## src/rtl/id_ex_elastic_reg.sv

```systemverilog
// id_ex_elastic_reg
//   Elastic ID->EX pipeline register. It carries N_OPS operand words, a
//   control bundle and a metadata bundle (bit 0 predicted-MPC, bits 3:1
//   branch select) under valid/ready flow control.
//   SKID_EN=1 adds a second (skid) entry so up_ready_o comes straight from a
//   flop and one beat per cycle still flows. SKID_EN=0 keeps a single entry
//   and uses a combinational ready.
//   Flush squashes every held entry to a zero NOP bubble.
//
// Ports
//   clk         rising-edge clock
//   reset       asynchronous active-low reset
//   flush       synchronous squash of all entries (drops the beat offered)
//   up_valid_i  upstream beat valid      up_ready_o  block can accept
//   up_ops_i    operand words (word k at [k*DATA_W +: DATA_W])
//   up_ctrl_i   control bundle           up_meta_i   metadata bundle
//   dn_valid_o  output beat valid        dn_ready_i  downstream accepts
//   dn_ops_o / dn_ctrl_o / dn_meta_o     held beat (all zero when invalid)
//   occ_o       number of entries held (0..2)
module id_ex_elastic_reg #(
  parameter int DATA_W  = 32,
  parameter int N_OPS   = 4,
  parameter int CTRL_W  = 26,
  parameter int META_W  = 4,
  parameter int SKID_EN = 1
) (
  input  logic                    clk,
  input  logic                    reset,
  input  logic                    flush,
  input  logic                    up_valid_i,
  output logic                    up_ready_o,
  input  logic [N_OPS*DATA_W-1:0] up_ops_i,
  input  logic [CTRL_W-1:0]       up_ctrl_i,
  input  logic [META_W-1:0]       up_meta_i,
  output logic                    dn_valid_o,
  input  logic                    dn_ready_i,
  output logic [N_OPS*DATA_W-1:0] dn_ops_o,
  output logic [CTRL_W-1:0]       dn_ctrl_o,
  output logic [META_W-1:0]       dn_meta_o,
  output logic [1:0]              occ_o
);

  localparam int OPS_W    = N_OPS * DATA_W;
  localparam int BEAT_W   = OPS_W + CTRL_W + META_W;
  localparam bit USE_SKID = (SKID_EN != 0);

  // Main entry drives the outputs; skid entry only absorbs overflow.
  logic              main_vld_q, main_vld_d;
  logic [BEAT_W-1:0] main_q,     main_d;
  logic              skid_vld_q, skid_vld_d;
  logic [BEAT_W-1:0] skid_q,     skid_d;
  logic              rdy_q,      rdy_d;

  logic              up_xfer_s;
  logic              dn_xfer_s;
  logic [BEAT_W-1:0] beat_in_s;

  assign beat_in_s = {up_ops_i, up_ctrl_i, up_meta_i};

  // In skid mode ready is a pure flop; without the skid it must look at
  // dn_ready_i so a full single entry can be replaced in one cycle.
  assign up_ready_o = USE_SKID ? rdy_q : (~main_vld_q | dn_ready_i);
  assign up_xfer_s  = up_valid_i & up_ready_o;
  assign dn_xfer_s  = main_vld_q & dn_ready_i;

  assign dn_valid_o = main_vld_q;
  assign {dn_ops_o, dn_ctrl_o, dn_meta_o} = main_q;

  // The skid entry is only ever valid together with the main entry, so the
  // valid pair {main,skid} encodes occupancy 0, 1 or 2 directly.
  assign occ_o = {main_vld_q & skid_vld_q, main_vld_q ^ skid_vld_q};

  // Next-state for both entries: flush first, then the EMPTY/ONE/FULL rules.
  always_comb begin
    main_vld_d = main_vld_q;
    main_d     = main_q;
    skid_vld_d = skid_vld_q;
    skid_d     = skid_q;
    if (flush) begin
      // The beat offered this cycle is dropped even if the handshake looks complete.
      main_vld_d = 1'b0;
      main_d     = {BEAT_W{1'b0}};
      skid_vld_d = 1'b0;
      skid_d     = {BEAT_W{1'b0}};
    end else begin
      case ({main_vld_q, skid_vld_q})
        2'b00: begin
          if (up_xfer_s) begin
            main_vld_d = 1'b1;
            main_d     = beat_in_s;
          end else begin
            main_vld_d = 1'b0;
            main_d     = {BEAT_W{1'b0}};
          end
        end
        2'b10: begin
          if (up_xfer_s && dn_xfer_s) begin
            main_d = beat_in_s;
          end else if (up_xfer_s && USE_SKID) begin
            skid_vld_d = 1'b1;
            skid_d     = beat_in_s;
          end else if (dn_xfer_s) begin
            main_vld_d = 1'b0;
            main_d     = {BEAT_W{1'b0}};
          end else begin
            main_d     = main_q;
          end
        end
        2'b11: begin
          if (dn_xfer_s) begin
            main_d     = skid_q;
            skid_vld_d = 1'b0;
            skid_d     = {BEAT_W{1'b0}};
          end else begin
            main_d     = main_q;
          end
        end
        default: begin
          // Skid-without-main cannot be reached; recover to an empty bubble.
          main_vld_d = 1'b0;
          main_d     = {BEAT_W{1'b0}};
          skid_vld_d = 1'b0;
          skid_d     = {BEAT_W{1'b0}};
        end
      endcase
    end
    rdy_d = ~skid_vld_d;
  end

  // Entry storage and registered upstream ready.
  always_ff @(posedge clk or negedge reset) begin
    if (!reset) begin
      main_vld_q <= 1'b0;
      main_q     <= {BEAT_W{1'b0}};
      skid_vld_q <= 1'b0;
      skid_q     <= {BEAT_W{1'b0}};
      rdy_q      <= 1'b1;
    end else begin
      main_vld_q <= main_vld_d;
      main_q     <= main_d;
      skid_vld_q <= skid_vld_d;
      skid_q     <= skid_d;
      rdy_q      <= rdy_d;
    end
  end

endmodule

```

## config.mk

```make
export PLATFORM = sky130hd
export DESIGN_NAME = id_ex_elastic_reg
export DESIGN_NICKNAME = d
export VERILOG_FILES = /design/src/rtl/id_ex_elastic_reg.sv
export SDC_FILE = /design/constraint.sdc
export NUM_CORES = 1
export LEC_CHECK = 0
export CAP_MARGIN = 20
export CORE_AREA = 5 5 167 201
export CTS_CLUSTER_SIZE = 12
export DETAILED_ROUTE_END_ITERATION = 10
export DIE_AREA = 0 0 172 206
export PLACE_DENSITY = 0.77
export SETUP_SLACK_MARGIN = 0.4
export SLEW_MARGIN = 10
export SYNTH_ARGS = -nofsm -noshare
export SYNTH_HDL_FRONTEND = slang
export SYNTH_SLANG_ARGS = --single-unit
```

## constraint.sdc

```tcl
create_clock -name clk -period 1.7 [get_ports clk]
set_input_delay 0.51 -clock clk [delete_from_list [all_inputs] [get_ports clk]]
set_output_delay 0.51 -clock clk [all_outputs]
set_load 0.02 [all_outputs]
```

Word-level counts from Yosys, hierarchy flattened
Cells that the tools add are included.
{"block": "word_totals", "ff_bits": 319, "input_bits": 163}
{"block": "classes", "eq_ne": 11, "mux": 22, "bitwise": 5, "n_reduce_logical": 5}
{"op": "$mux W158", "n": 9}
{"op": "$pmux W158 S3", "n": 2}
{"op": "$ne A3 B3 Y1 const B", "n": 5}
{"op": "$mux W1", "n": 9}
{"op": "$ne A4 B4 Y1 const B", "n": 2}
{"op": "$reduce_and A4 Y1", "n": 2}
{"op": "$pmux W1 S3", "n": 2}
{"op": "$eq A2 B2 Y1 const B", "n": 2}
{"op": "$ne A2 B2 Y1 const B", "n": 2}
{"op": "$and A1 B1 Y1", "n": 3}
{"op": "$reduce_and A3 Y1", "n": 1}
{"op": "$logic_not A2 Y1", "n": 1}
{"op": "$logic_and A1 B1 Y1", "n": 1}
{"op": "$not A1 Y1", "n": 1}
{"op": "$xor A1 B1 Y1", "n": 1}

Longest topological paths before layout
{"block": "logic_depth", "ltp_word": 6, "ltp_mapped": 9}

Worst setup path before layout
No wires, ideal clock.
{"block": "synth_path", "path_type": "reg-to-reg", "startpoint": "register main_vld_q, in the netlist dn_valid_o", "endpoint": "register main_q[156]", "setup_time_ns": 0.126, "arrival_time_ns": 1.985, "required_time_ns": 1.574, "slack_ns": -0.411, "path_stages_with_launch": 8, "n_path_buf": 3, "cell_sequence": "dfrtp_1 ha_1 buf_2 o2bb2ai_1 and4b_1 buf_2 buf_2 a221o_1"}
{"block": "synth_between", "elab_chain_cells": 5, "word_cells_on_any_way": 12}
{"item": "start: declaration", "line": "48", "text": "logic main_vld_q, main_vld_d;"}
{"item": "start signal: assignment", "line": "139", "text": "main_vld_q <= main_vld_d;"}
{"item": "$and A1 B1 Y1", "line": "64", "text": "assign dn_xfer_s = main_vld_q & dn_ready_i;"}
{"item": "$logic_and A1 B1 Y1", "line": "97", "text": "if (up_xfer_s && dn_xfer_s) begin"}
{"item": "$mux W158", "line": "97"}
{"item": "$pmux W158 S3", "line": "86", "text": "case ({main_vld_q, skid_vld_q})"}
{"item": "$mux W158", "line": "79", "text": "if (flush) begin"}
{"item": "end signal: assignment", "line": "134", "text": "main_q <= {BEAT_W{1'b0}};"}
{"item": "end signal: assignment", "line": "140", "text": "main_q <= main_d;"}
{"item": "end: declaration", "line": "49", "text": "logic [BEAT_W-1:0] main_q, main_d;"}
Parallel ways exist; a longest one is shown, timed or not.
A chain may end at the register's enable or synchronous reset.

Worst setup path in the final report
{"block": "layout_path", "startpoint": "register main_vld_q, in the netlist dn_valid_o", "endpoint": "register main_q[75]"}
The elaborated chain is that of the path after synthesis.

==> impl_metrics.tcl <==
set metrics [dict create \
    status "finished, violations left" \
    violations "negative setup slack" \
    crit_fanout 6 \
    maxCapViolCount 0 \
    io_pins 325 \
    vias 15400 \
    firstDrtPassIters 7 \
    coreArea_mm2 0.0313 \
    fp.dieH_um 206 \
    drc_errors 0 \
    layout.nets 2090 \
    whs_ns 0.442 \
    dieArea_mm2 0.0354 \
    drive_above_1_share 0.366 \
    grt_use_total 0.285 \
    critPathLaunchType "register" \
    syn_avg_cell_area_um2 9.53 \
    fin_crit_sh 1.16 \
    tightest_slew_ns 0.784 \
    synth_warnings 0 \
    grt_overflow 0 \
    cts_tree "done" \
    crit_top_cell "buf_6" \
    crit_chain "buf_6 -> ha_4 -> buf_6 -> nor4b_4 -> buf_6 -> buf_8 -> buf_12 -> a22oi_2 -> nand2_1" \
    final_util 0.735 \
    syn_to_final_growth_pct 65.8 \
    worst_setup_path_end_kind "register" \
    multi_input_area_mm2 0.00622 \
    dpl.cell_count 2137 \
    wl_per_cell_um 25.6 \
    cp.arrival_ns 2.33 \
    irDropWorstVdd_v 0.000996 \
    worst-endpoint-required_ns 2.07 \
    grt_max_degree 103 \
    max_stage_delay_ns 0.45 \
    htreeDepth 2 \
    finalNonFillerCells 2347 \
    cts.path.max_buffers 3 \
    cts.clk_slew.worst_paths_ns 0.06 \
    fin_tns_setup_ns -52.09 \
    power_mw 21.0 \
    fin_crit_ns 1.96 \
    rows 71 \
    cts_sinks 319 \
    numCtsBuffers 35 \
    synth.top_cells.by_area "dfrtp_1 57%, nand2_1 8.6%, a22oi_1 8.6%" \
    initial_utilization 0.443 \
    synth_top_area_cell "dfrtp_1" \
    fmax_mhz 509 \
    max-slew-margin-rel 0.477 \
    ant_nets 0 \
    hold_class "input port to register" \
    fillers 1924 \
    fin_skew_ns 0.0150 \
    syn_nets 1621 \
    final-seq-area_mm2 0.00799 \
    yosysTopAreaCellShare 0.574 \
    finalHoldViolations 0 \
    viasPerCell 6.55 \
    clock_latency_ns 0.51 \
    p_leak_nw 10.5 \
    grt_first_pass_wirelength_um 81300 \
    ys_ff_latch 319 \
    cp-startpoint "dn_valid_o$_DFFE_PN0P_" \
    slew_viol_final 0 \
    grt_pass1_vias 14800 \
    synth_area_mm2 0.0139 \
    dpl-instance-area_mm2 0.0185 \
    place.gp.congestion 0.846 \
    syn-instance-count 1454 \
    min-delay-start "flush" \
    post-place-ws_ns -0.512 \
    setup_violations 319 \
    crit_slowest_cell "dfrtp_2" \
    die_x_um 172 \
    root_buffer "clkbuf_16" \
    fin_area_mm2 0.0230 \
    dp_hpwl_um 30800 \
    antenna_found_initial 1 \
    crit_type "register to register" \
    drt_wl_total_um 60000 \
    drtIter0Drc 2355 \
    synth_cell_types 29 \
    ys_seq_area_frac 0.576 \
    worstReg2RegStart "dn_valid_o$_DFFE_PN0P_" \
    rsz0062_at_grt "true" \
    power.density_mw_per_mm2 913 \
    numPortBuffers 324 \
    worst_slack_ns -0.264 \
]
area by class of cell:
class	count	area share
Sequential cell	319	0.348
Clock buffer	55	0.0472
Tap cell	401	0.0218
Antenna cell	1	0.000109
Timing Repair Buffer	589	0.311
Clock inverter	4	0.000980
Multi-Input combinational cell	976	0.271
Inverter	2	0.000327
worst paths after layout:
| kind | end | slack [ns] | depth (start not counted) |
|---|---|---|---|
| max | main_q[75]$_DFFE_PN0P_ | -0.26 | 9 |
| min | skid_q[156]$_DFFE_PN0P_ | 0.44 | 3 |
| max reg2reg | main_q[75]$_DFFE_PN0P_ | -0.26 | 9 |
| min reg2reg | main_q[82]$_DFFE_PN0P_ | 0.50 | 2 |
| max in group asynchronous | main_q[81]$_DFFE_PN0P_ | 0.49 | 4 |
| min in group asynchronous | main_q[7]$_DFFE_PN0P_ | 0.47 | 2 |
worst max-delay path, delay by kind of cell (launching register included):
| kind | cells | cell delay, ns |
|---|---|---|
| compound gates | 1 | 0.21 |
| buf+inv | 5 | 0.71 |
| simple gates | 2 | 0.27 |
| fa+ha+maj | 1 | 0.17 |
| flops | 1 | 0.45 |
layout by cell type, fill, tap and decap left out, types with 2 or more instances in the layout:
cell type / count
buf_8: 10
nand2_4: 40
clkinv_2: 3
buf_16: 22
buf_6: 188
nor2_4: 2
dfrtp_1: 317
a22oi_1: 95
nand4_1: 158
ha_4: 4
clkbuf_8: 9
inv_2: 2
o21ai_1: 56
clkdlybuf4s50_1: 159
a21oi_2: 30
and2_1: 2
a22oi_2: 63
clkbuf_1: 9
nand2_2: 83
buf_4: 129
clkbuf_16: 56
nand2_1: 195
a21oi_1: 129
buf_12: 59
o21ai_0: 105
flip-flops by register name (all words and copies together), names as in the netlist:
register and flops:
main_q 158, up_ready_o 1, dn_valid_o 1, skid_vld_q 1, skid_q 158
routing by layer:
metal,share of wire,wire (µm),vias up,GRT usage
li1,-,-,6225,-
met1,0.35,20800,7495,0.381
met2,0.48,29000,1318,0.450
met3,0.10,6190,330,0.0450
met4,0.067,4010,0,0.145
met5,0,0,-,0
synth_stat cells:
library cell / count
a21boi_0: 1
buf_2: 63
nand2_2: 1
a21oi_2: 1
and4b_1: 1
clkbuf_1: 75
nor4b_4: 1
dfstp_2: 1
inv_1: 2
o2bb2ai_1: 1
ha_1: 4
o21ai_2: 1
dfrtp_1: 318
and2_1: 3
nand4_1: 158
buf_1: 13
o211ai_1: 1
a22oi_1: 158
o21ai_1: 17
a221o_1: 1
a21o_1: 1
a21oi_1: 159
nand2_1: 317
nor2_1: 3
o21ai_0: 144
a21boi_2: 1
nor4b_1: 1
a31oi_1: 1
buf_4: 6
where the power goes:
group          internal (mW)  total, mW  leakage (nW)  switching (mW)
sequential              7.95       8.28          4.39           0.330
clock                   4.36       7.46         0.543            3.10
combinational           2.43       5.23          5.59            2.80
timing repair:
action | CTS | global route
buffers inserted | 87 | 20
resized for setup | 1040 | 282
endpoints found under the hold margin | 22 | 0
hold buffers | 1 | 0
setup endpoints to repair | 481 | 487
gates cloned | 19 | 23
pin swaps | 49 | 104
cells by family after synthesis:
| family | share of synthesized area |
|---|---|
| AOI/OAI and AO/OA | 0.207 |
| adders and majority gates | 0.00361 |
| buffers and inverters | 0.0504 |
| DFF | 0.576 |
| and+or+nand+nor | 0.163 |
Power figures use the tool's default switching activity.
